**config.mk**
```make
export PLATFORM = sky130hd
export DESIGN_NAME = coo_issue_scheduler_flat
export DESIGN_NICKNAME = d
export VERILOG_FILES = /design/src/rtl/coo_issue_scheduler_pkg.sv /design/src/rtl/coo_issue_scheduler_if.sv /design/src/rtl/coo_issue_scheduler_rr_conflict_arbiter.sv /design/src/rtl/coo_issue_scheduler.sv /design/src/flat_wrapper.sv
export SDC_FILE = /design/constraint.sdc
export NUM_CORES = 1
export LEC_CHECK = 0
export ABC_AREA = 1
export CORE_AREA = 2 2 311 313
export CTS_CLUSTER_DIAMETER = 150
export DETAILED_ROUTE_END_ITERATION = 12
export DIE_AREA = 0 0 313 315
export PLACE_DENSITY_LB_ADDON = 0.15
export SYNTH_ARGS = -nofsm -noshare
export SYNTH_HDL_FRONTEND = slang
export SYNTH_SLANG_ARGS = --single-unit
```
**constraint.sdc**
```tcl
create_clock -name clk -period 4.4 [get_ports clk]
set_input_delay 0.66 -clock clk [delete_from_list [all_inputs] [get_ports clk]]
set_output_delay 0.66 -clock clk [all_outputs]
set_load 0.02 [all_outputs]
```
**src/rtl/coo_issue_scheduler_pkg.sv**
```systemverilog
// Shared types for the COO issue scheduler: FSM states, the per-lane head entry,
// and the sentinel-row helper that marks an idle accumulator lane.
package sched_pkg;

   typedef enum logic [2:0] {
      IDLE,
      ARB,
      GAP,
      TERM,
      WAIT_DONE,
      DONE
   } state_t;

   typedef struct packed {
      logic [31:0] value;
      logic [31:0] col;
      logic [31:0] row;
      logic        last;
   } lane_entry_t;

   // The row index one past the matrix tells the accumulator "no work this lane".
   function automatic logic [31:0] sentinel_row(input int matrix_size);
      return 32'(matrix_size);
   endfunction

   function automatic int ptr_width(input int num_channels);
      return (num_channels > 1) ? $clog2(num_channels) : 1;
   endfunction

endpackage

```
**src/rtl/coo_issue_scheduler_if.sv**
```systemverilog
// Lane-stream and accumulator-beat bus between the COO scheduler (master) and
// its environment: per-lane head entries in, packed accumulator beats out.
interface coo_issue_scheduler_if #(
   parameter int NUM_CHANNELS = 4
);
   logic [NUM_CHANNELS-1:0]       in_valid;
   logic [NUM_CHANNELS-1:0]       in_ready;
   logic [NUM_CHANNELS-1:0][31:0] in_value;
   logic [NUM_CHANNELS-1:0][31:0] in_col;
   logic [NUM_CHANNELS-1:0][31:0] in_row;
   logic [NUM_CHANNELS-1:0]       in_last;
   logic [NUM_CHANNELS-1:0][31:0] values;
   logic [NUM_CHANNELS-1:0][31:0] col_id;
   logic [NUM_CHANNELS-1:0][31:0] row_id;
   logic                          rdy;
   logic                          acc_done;

   modport master (
      input  in_valid, in_value, in_col, in_row, in_last, acc_done,
      output in_ready, values, col_id, row_id, rdy
   );

   modport slave (
      output in_valid, in_value, in_col, in_row, in_last, acc_done,
      input  in_ready, values, col_id, row_id, rdy
   );
endinterface

```
**src/rtl/coo_issue_scheduler_rr_conflict_arbiter.sv**
```systemverilog
// Round-robin row-conflict arbiter: starting at lane ptr, grants each eligible
// in-range lane whose row is not already claimed this beat; out-of-range rows are dropped.
module rr_conflict_arbiter
   import sched_pkg::*;
#(
   parameter int NUM_CHANNELS = 4,
   parameter int MATRIX_SIZE  = 128
) (
   input  logic [NUM_CHANNELS-1:0]       eligible,
   input  logic [NUM_CHANNELS-1:0][31:0] row,
   input  logic [ptr_width(NUM_CHANNELS)-1:0] ptr,
   output logic [NUM_CHANNELS-1:0]       grant,
   output logic [NUM_CHANNELS-1:0]       drop,
   output logic                          conflict
);
   localparam int PW = ptr_width(NUM_CHANNELS);
   localparam int SW = PW + 1;
   localparam logic [31:0] SENTINEL = sentinel_row(MATRIX_SIZE);

   logic [SW-1:0] lane_sum;
   logic [PW-1:0] lane;
   logic          row_hit;

   always_comb begin
      // NOTE: every variable gets a default before the loop so no path can infer a latch.
      grant    = '0;
      drop     = '0;
      conflict = 1'b0;
      lane_sum = '0;
      lane     = '0;
      row_hit  = 1'b0;
      for (int k = 0; k < NUM_CHANNELS; k++) begin
         lane_sum = {1'b0, ptr} + SW'(k);
         if (lane_sum >= SW'(NUM_CHANNELS)) begin
            lane_sum = lane_sum - SW'(NUM_CHANNELS);
         end
         lane = lane_sum[PW-1:0];
         // Only lanes earlier in this beat's visiting order can already hold a grant.
         row_hit = 1'b0;
         for (int j = 0; j < NUM_CHANNELS; j++) begin
            if (grant[j] && (row[j] == row[lane])) begin
               row_hit = 1'b1;
            end
         end
         if (eligible[lane]) begin
            if (row[lane] >= SENTINEL) begin
               drop[lane] = 1'b1;
            end else if (row_hit) begin
               conflict = 1'b1;
            end else begin
               grant[lane] = 1'b1;
            end
         end
      end
   end

endmodule

```
**src/rtl/coo_issue_scheduler.sv**
```systemverilog
// COO issue scheduler: packs per-lane nonzeros into conflict-free accumulator beats
// at a two-cycle cadence, then closes with a sentinel beat. Optional SCHED_STATS_EN adds counters.
module coo_issue_scheduler
   import sched_pkg::*;
#(
   parameter int NUM_CHANNELS = 4,
   parameter int MATRIX_SIZE  = 128
) (
   input  logic                         clk,
   input  logic                         rst_l,
   input  logic                         start,
   coo_issue_scheduler_if.master        bus,
   output logic                         busy,
   output logic                         done,
   output logic                         err
`ifdef SCHED_STATS_EN
   ,
   output logic [31:0]                  beat_count,
   output logic [31:0]                  conflict_count
`endif
);
   localparam int PW = ptr_width(NUM_CHANNELS);
   localparam logic [31:0] SENTINEL = sentinel_row(MATRIX_SIZE);

   state_t state, state_nxt;
   logic [PW-1:0]                 ptr;
   logic [NUM_CHANNELS-1:0]       finished;
   logic [NUM_CHANNELS-1:0]       eligible;
   logic [NUM_CHANNELS-1:0]       grant;
   logic [NUM_CHANNELS-1:0]       drop;
   logic [NUM_CHANNELS-1:0]       pop;
   logic [NUM_CHANNELS-1:0]       head_last;
   logic [NUM_CHANNELS-1:0][31:0] head_row;
   lane_entry_t [NUM_CHANNELS-1:0] head;
   logic conflict;
   logic any_grant;
   logic all_finished;
   logic in_arb;
   logic issue_data;
   logic issue_term;
   logic issue_beat;

   logic [NUM_CHANNELS-1:0][31:0] values_q;
   logic [NUM_CHANNELS-1:0][31:0] col_q;
   logic [NUM_CHANNELS-1:0][31:0] row_q;
   logic                          rdy_q;

   always_comb begin
      for (int i = 0; i < NUM_CHANNELS; i++) begin
         head[i] = '{value: bus.in_value[i], col: bus.in_col[i],
                     row: bus.in_row[i], last: bus.in_last[i]};
         head_row[i]  = head[i].row;
         head_last[i] = head[i].last;
      end
   end

   // Finished lanes are ignored regardless of what their stream presents.
   assign eligible = bus.in_valid & ~finished;

   rr_conflict_arbiter #(
      .NUM_CHANNELS (NUM_CHANNELS),
      .MATRIX_SIZE  (MATRIX_SIZE)
   ) u_arbiter (
      .eligible (eligible),
      .row      (head_row),
      .ptr      (ptr),
      .grant    (grant),
      .drop     (drop),
      .conflict (conflict)
   );

   assign any_grant    = |grant;
   assign all_finished = &finished;
   assign in_arb       = (state == ARB);
   assign issue_data   = in_arb && any_grant;
   assign issue_term   = in_arb && !any_grant && all_finished;
   assign issue_beat   = issue_data || issue_term;

   // Pops are masked while reset is held so a mid-run reset consumes nothing.
   assign pop          = (in_arb && rst_l) ? (grant | drop) : '0;
   assign bus.in_ready = pop;

   assign bus.values = values_q;
   assign bus.col_id = col_q;
   assign bus.row_id = row_q;
   assign bus.rdy    = rdy_q;

   assign busy = (state == ARB) || (state == GAP) || (state == TERM) || (state == WAIT_DONE);
   assign done = (state == DONE);

   always_comb begin
      state_nxt = state;
      unique case (state)
         IDLE:      if (start) state_nxt = ARB;
         ARB: begin
            if (any_grant) begin
               state_nxt = GAP;
            end else if (all_finished) begin
               state_nxt = TERM;
            end
         end
         GAP:       state_nxt = ARB;
         TERM:      state_nxt = WAIT_DONE;
         WAIT_DONE: if (bus.acc_done) state_nxt = DONE;
         DONE:      state_nxt = DONE;
         default:   state_nxt = IDLE;
      endcase
   end

   always_ff @(posedge clk) begin
      // NOTE: non-blocking assignments so every register here samples pre-edge values.
      if (!rst_l) begin
         state    <= IDLE;
         ptr      <= '0;
         finished <= '0;
         err      <= 1'b0;
         rdy_q    <= 1'b0;
         values_q <= '0;
         col_q    <= '0;
         row_q    <= {NUM_CHANNELS{SENTINEL}};
      end else begin
         state <= state_nxt;
         rdy_q <= issue_beat;
         if ((state == IDLE) && start) begin
            finished <= '0;
            ptr      <= '0;
         end else if (in_arb) begin
            finished <= finished | (pop & head_last);
            if (|(pop & drop)) begin
               err <= 1'b1;
            end
            if (issue_data) begin
               ptr <= (ptr == PW'(NUM_CHANNELS - 1)) ? '0 : ptr + 1'b1;
            end
         end
         // Non-granted lanes carry the sentinel; a termination beat has no grants at all.
         if (issue_beat) begin
            for (int i = 0; i < NUM_CHANNELS; i++) begin
               values_q[i] <= grant[i] ? head[i].value : 32'd0;
               col_q[i]    <= grant[i] ? head[i].col   : 32'd0;
               row_q[i]    <= grant[i] ? head[i].row   : SENTINEL;
            end
         end
      end
   end

`ifdef SCHED_STATS_EN
   always_ff @(posedge clk) begin
      if (!rst_l) begin
         beat_count     <= '0;
         conflict_count <= '0;
      end else begin
         if (issue_data && (beat_count != '1)) begin
            beat_count <= beat_count + 32'd1;
         end
         if (issue_data && conflict && (conflict_count != '1)) begin
            conflict_count <= conflict_count + 32'd1;
         end
      end
   end
`endif

endmodule

```
**src/flat_wrapper.sv**
```systemverilog
// flat-port wrapper written by rule: the top's interface ports become plain ports
module coo_issue_scheduler_flat import sched_pkg::*;
#(
   parameter int NUM_CHANNELS = 4,
   parameter int MATRIX_SIZE  = 128
)
  (clk, rst_l, start, busy, done, err, bus_in_valid, bus_in_value, bus_in_col, bus_in_row, bus_in_last, bus_acc_done, bus_in_ready, bus_values, bus_col_id, bus_row_id, bus_rdy);
  coo_issue_scheduler_if #(.NUM_CHANNELS(NUM_CHANNELS)) bus_i ();
  input  logic clk;
  input  logic rst_l;
  input  logic start;
  output logic busy;
  output logic done;
  output logic err;
  input wire logic [$bits(bus_i.in_valid)-1:0] bus_in_valid;
  input wire logic [$bits(bus_i.in_value)-1:0] bus_in_value;
  input wire logic [$bits(bus_i.in_col)-1:0] bus_in_col;
  input wire logic [$bits(bus_i.in_row)-1:0] bus_in_row;
  input wire logic [$bits(bus_i.in_last)-1:0] bus_in_last;
  input wire logic [$bits(bus_i.acc_done)-1:0] bus_acc_done;
  output wire logic [$bits(bus_i.in_ready)-1:0] bus_in_ready;
  output wire logic [$bits(bus_i.values)-1:0] bus_values;
  output wire logic [$bits(bus_i.col_id)-1:0] bus_col_id;
  output wire logic [$bits(bus_i.row_id)-1:0] bus_row_id;
  output wire logic [$bits(bus_i.rdy)-1:0] bus_rdy;
  assign bus_i.in_valid = bus_in_valid;
  assign bus_i.in_value = bus_in_value;
  assign bus_i.in_col = bus_in_col;
  assign bus_i.in_row = bus_in_row;
  assign bus_i.in_last = bus_in_last;
  assign bus_i.acc_done = bus_acc_done;
  assign bus_in_ready = bus_i.in_ready;
  assign bus_values = bus_i.values;
  assign bus_col_id = bus_i.col_id;
  assign bus_row_id = bus_i.row_id;
  assign bus_rdy = bus_i.rdy;
  coo_issue_scheduler #(.NUM_CHANNELS(NUM_CHANNELS), .MATRIX_SIZE(MATRIX_SIZE)) u_core (.clk(clk), .rst_l(rst_l), .start(start), .bus(bus_i), .busy(busy), .done(done), .err(err));
endmodule
```
==> run_results.csv <==
group,metric,value,unit
cells_and_area,final_common_cell,"nand2_1",
timing,rsz0062_at_grt,"true",
synthesis,yosysSeqAreaShare,28.7,%
synthesis,avgSynthCellArea,6.18,sq um
setup_path,critPathSlowestCell,"or4_4",
synthesis,synth_edf_count,0,
run,maxCapViolations,0,
die,start_util,28.8,%
cells_and_area,fin_nets,6251,
placement,gp_congestion,1.01,
cells_and_area,area_growth_syn_to_layout,67.1,%
synthesis,ys_ff_latch,395,
cells_and_area,fin_util,48.1,%
synthesis,muxShareOfSynthArea,0.345,%
die,die_area,98600,sq um
clock_tree,cts_made_buffers,48,
placement,dp_worst_setup_slack,-1.13,ns
clock_tree,cts_htree_levels,2,
timing,layout_setup_ws,-0.744,ns
setup_path,critPathMaxFanout,12,
setup_path,crit_buf_inv,10,
setup_path,cp-start-kind,"register",
clock_tree,postCtsHoldBufs,0,
die,io_pins,788,
synthesis,synth.top_cell.area_share,28.7,%
global_routing,use_met1,41.3,%
detailed_routing,finalWirelength,163,mm
die,fp.dieH,315,um
detailed_routing,via_per_inst,5.02,
global_routing,met2_usage,49.4,%
setup_path,cpPeakStageDelay,0.59,ns
setup_path,endpoint_kind,"output port",
worst_hold_path,hold_class,"input port to register",
synthesis,synthAdderAreaFrac,0.273,%
synthesis,syn_area,27500,sq um
setup_path,path_common_cell,"buf_4",
die,core,95700,sq um
global_routing,grt_overflow,0,
timing,finalCritPeriodShare,117,%
synthesis,synth_cell_type_count,55,
cells_and_area,layout_common_cells,"nand2_1, clkdlybuf4s50_1, buf_4",
setup_path,rr_endpoint,"u_core.bus.col_id[43]",
clock_tree,cts.sinks,395,
detailed_routing,vias,35973,
power_and_ir_drop,p_per_area,217,nW/um^2
synthesis,async_flop_share,0,%
power_and_ir_drop,total_power,10.0,mW
synthesis,synth.net_count,4857,
timing,tns,-143.96,ns
run_status,violations,"negative setup slack",
synthesis,yosysTopAreaCell,"dfxtp_1",
detailed_routing,routedWlPerCell,22.7,um
worst_hold_path,min-delay-start,"rst_l",
power_and_ir_drop,p_leak,22.5,nW
detailed_routing,drt_iter0_markers,3170,
setup_path,required,3.74,ns
synthesis,synth_compound_area_share,3.04,%
global_routing,grt_pass1_vias,33497,
timing,hold_viol,0,
clock_tree,clock_latency,0.66,ns
timing,setup_viol,390,
synthesis,syn_inst,4455,
clock_tree,clk_pin_slew,0.06,ns
synthesis,yosys.area_share.simple,47.5,%
worst_hold_path,whs_path_depth,2,
global_routing,grt.total_usage,31.0,%
setup_path,rr_startpoint,"u_core.ptr[0]",
setup_path,cp_top_family,"simple AND/OR/NAND/NOR gates",
synthesis,ys.warnings.count,0,
synthesis,synth_top_family_by_area,"simple AND/OR/NAND/NOR gates",
cells_and_area,drive_gt1_share,20.1,%
setup_path,arrival,4.48,ns
clock_tree,clockBufferDepth,3,
run_status,status,"complete, but fails checks",
detailed_routing,postRouteAntennaNets,0,
placement,place_hpwl,125,mm
setup_path,worstSetupPathType,"register to output port",
global_routing,grt_max_degree,173,
timing,max_slew.worst_pin.slew,0.948,ns
clock_tree,cts_tree,"done",
global_routing,grt_pass1_wl,229,mm
setup_path,ff2ff_path_depth,29,
timing,fmax,194,MHz
clock_tree,cts-root-buf,"clkbuf_16",
die,rows,114,
global_routing,top_usage_layer,"met2",
synthesis,synth_xor_xnor_area_share,7.38,%
timing,timing.final.crit_period,5.14,ns
worst_hold_path,holdPathEnd,"u_core.bus.row_id[71]",
global_routing,antenna_found_initial,18,
timing,slew_violations,0,
synthesis,ys.flop_type,"dfxtp_1",
die,fp.dieW,313,um
setup_path,ff2ff_setup_slack,-0.50,ns
power_and_ir_drop,vdd_drop_max,287,uV
detailed_routing,drc,0,
placement,port_buffers,787,
global_routing,use_met3,6.87,%
synthesis,synth_area_leaders,"dfxtp_1, nand2_1, nand3_1",
timing,max_slew_margin,36.8,%
timing,fin_worst_skew,0.0496,ns
detailed_routing,dr.pass1.iters,6,
setup_path,crit_chain,"inv_4 -> ha_4 -> buf_12 -> buf_4 -> bufbuf_16 -> nand3_1 -> nand2_1 -> buf_4 -> inv_2 -> buf_4 -> nand2_1 -> nand4_1 -> or4_4 -> nor4_2 -> buf_4 -> nand2_1 -> nand2_2 -> nor2_4 -> nand3_1 -> nand2_2 -> o21ai_2 -> inv_1 -> buf_6",
## report_power, final
group	leakage, nW	internal [mW]	switching (mW)
registers	3.18	3.58	0.00149
logic	18.5	0.941	1.22
clock network	0.810	2.52	1.74
total	22.5	7.04	2.96
## worst max path at each step
stage / endpoint / cells after the start / slack (ns) / from
2_1_floorplan: bus_in_ready[0] / 28 / 0.06 / u_core.ptr[1]
3_3_place_gp: bus_in_ready[2] / 21 / -1.24 / bus_in_row[93]
3_5_place_dp: bus_in_ready[2] / 21 / -1.13 / bus_in_row[93]
4_1_cts: bus_in_ready[2] / 21 / -0.80 / u_core.ptr[0]
5_1_grt: bus_in_ready[0] / 31 / -0.96 / u_core.ptr[0]
6_report: bus_in_ready[0] / 23 / -0.74 / u_core.ptr[0]
## final cells by class
cell class | count | area [sq um]
Sequential cell | 395 | 7910
Fill cell | 9957 | 49700
Multi-Input combinational cell | 3275 | 17200
Clock inverter | 19 | 289
Antenna cell | 7 | 17.5
Tap cell | 1276 | 1600
Inverter | 478 | 1810
Timing Repair Buffer | 1651 | 15900
Clock buffer | 66 | 1360
## cell families after synthesis
| logic type | after synthesis |
|---|---|
| muxes | 7 |
| xor gates and xnor gates | 232 |
| DFF | 395 |
| adders and majority gates | 6 |
| AOI/OAI and AO/OA | 145 |
| and+or+nand+nor | 2885 |
| buffers and inverters | 785 |
## timing repair
action,CTS,global route
setup endpoints to repair,397,397
endpoints found under the hold margin,0,0
setup buffers,33,23
pin swaps,45,179
cloned,11,19
resized for setup,158,148
## per-layer routing
metal	vias to the layer above	part of all wire, %
li1	17389	-
met4	22	3.7
met2	1395	45
met1	16903	43
met3	264	7.7
met5	-	0.085
## stage by stage
| step | cells | hold slack, ns | instance area [sq um] |
|---|---|---|---|
| global placement | 6991 | 0.439 | 41800 |
| finish | 7167 | 0.430 | 46000 |
| floorplan | 4455 | 0.450 | 27600 |
| detailed placement | 6991 | 0.439 | 41800 |
| CTS | 7120 | 0.391 | 44700 |
| global route | 7165 | 0.436 | 46000 |
## synthesized netlist by cell type (4+ instances only)
| master | instances |
|---|---|
| nand2_1 | 1148 |
| nand3_1 | 645 |
| nor2_1 | 532 |
| inv_1 | 460 |
| nand4_1 | 443 |
| dfxtp_1 | 395 |
| xor2_1 | 232 |
| buf_2 | 111 |
| clkbuf_1 | 108 |
| o21ai_0 | 52 |
| nor3_1 | 43 |
| buf_6 | 42 |
| a21oi_1 | 34 |
| buf_1 | 25 |
| o21ai_1 | 22 |
| nor4_1 | 19 |
| buf_4 | 18 |
| inv_2 | 17 |
| nand3_2 | 10 |
| nand3b_1 | 10 |
| nand2_2 | 9 |
| a31oi_1 | 6 |
| ha_1 | 6 |
| mux2i_1 | 5 |
| o22ai_1 | 5 |
| o31ai_1 | 5 |
| and3_1 | 4 |
| nor2_2 | 4 |
## registers in the layout, indices dropped and copies added, names as in the netlist
signal             count
u_core.bus.col_id    128
u_core.bus.row_id    128
u_core.bus.values    128
u_core.finished        4
u_core.state           3
u_core.ptr             2
u_core.bus.rdy         1
u_core.err             1
Note: power is estimated with default switching activity, not from simulation.
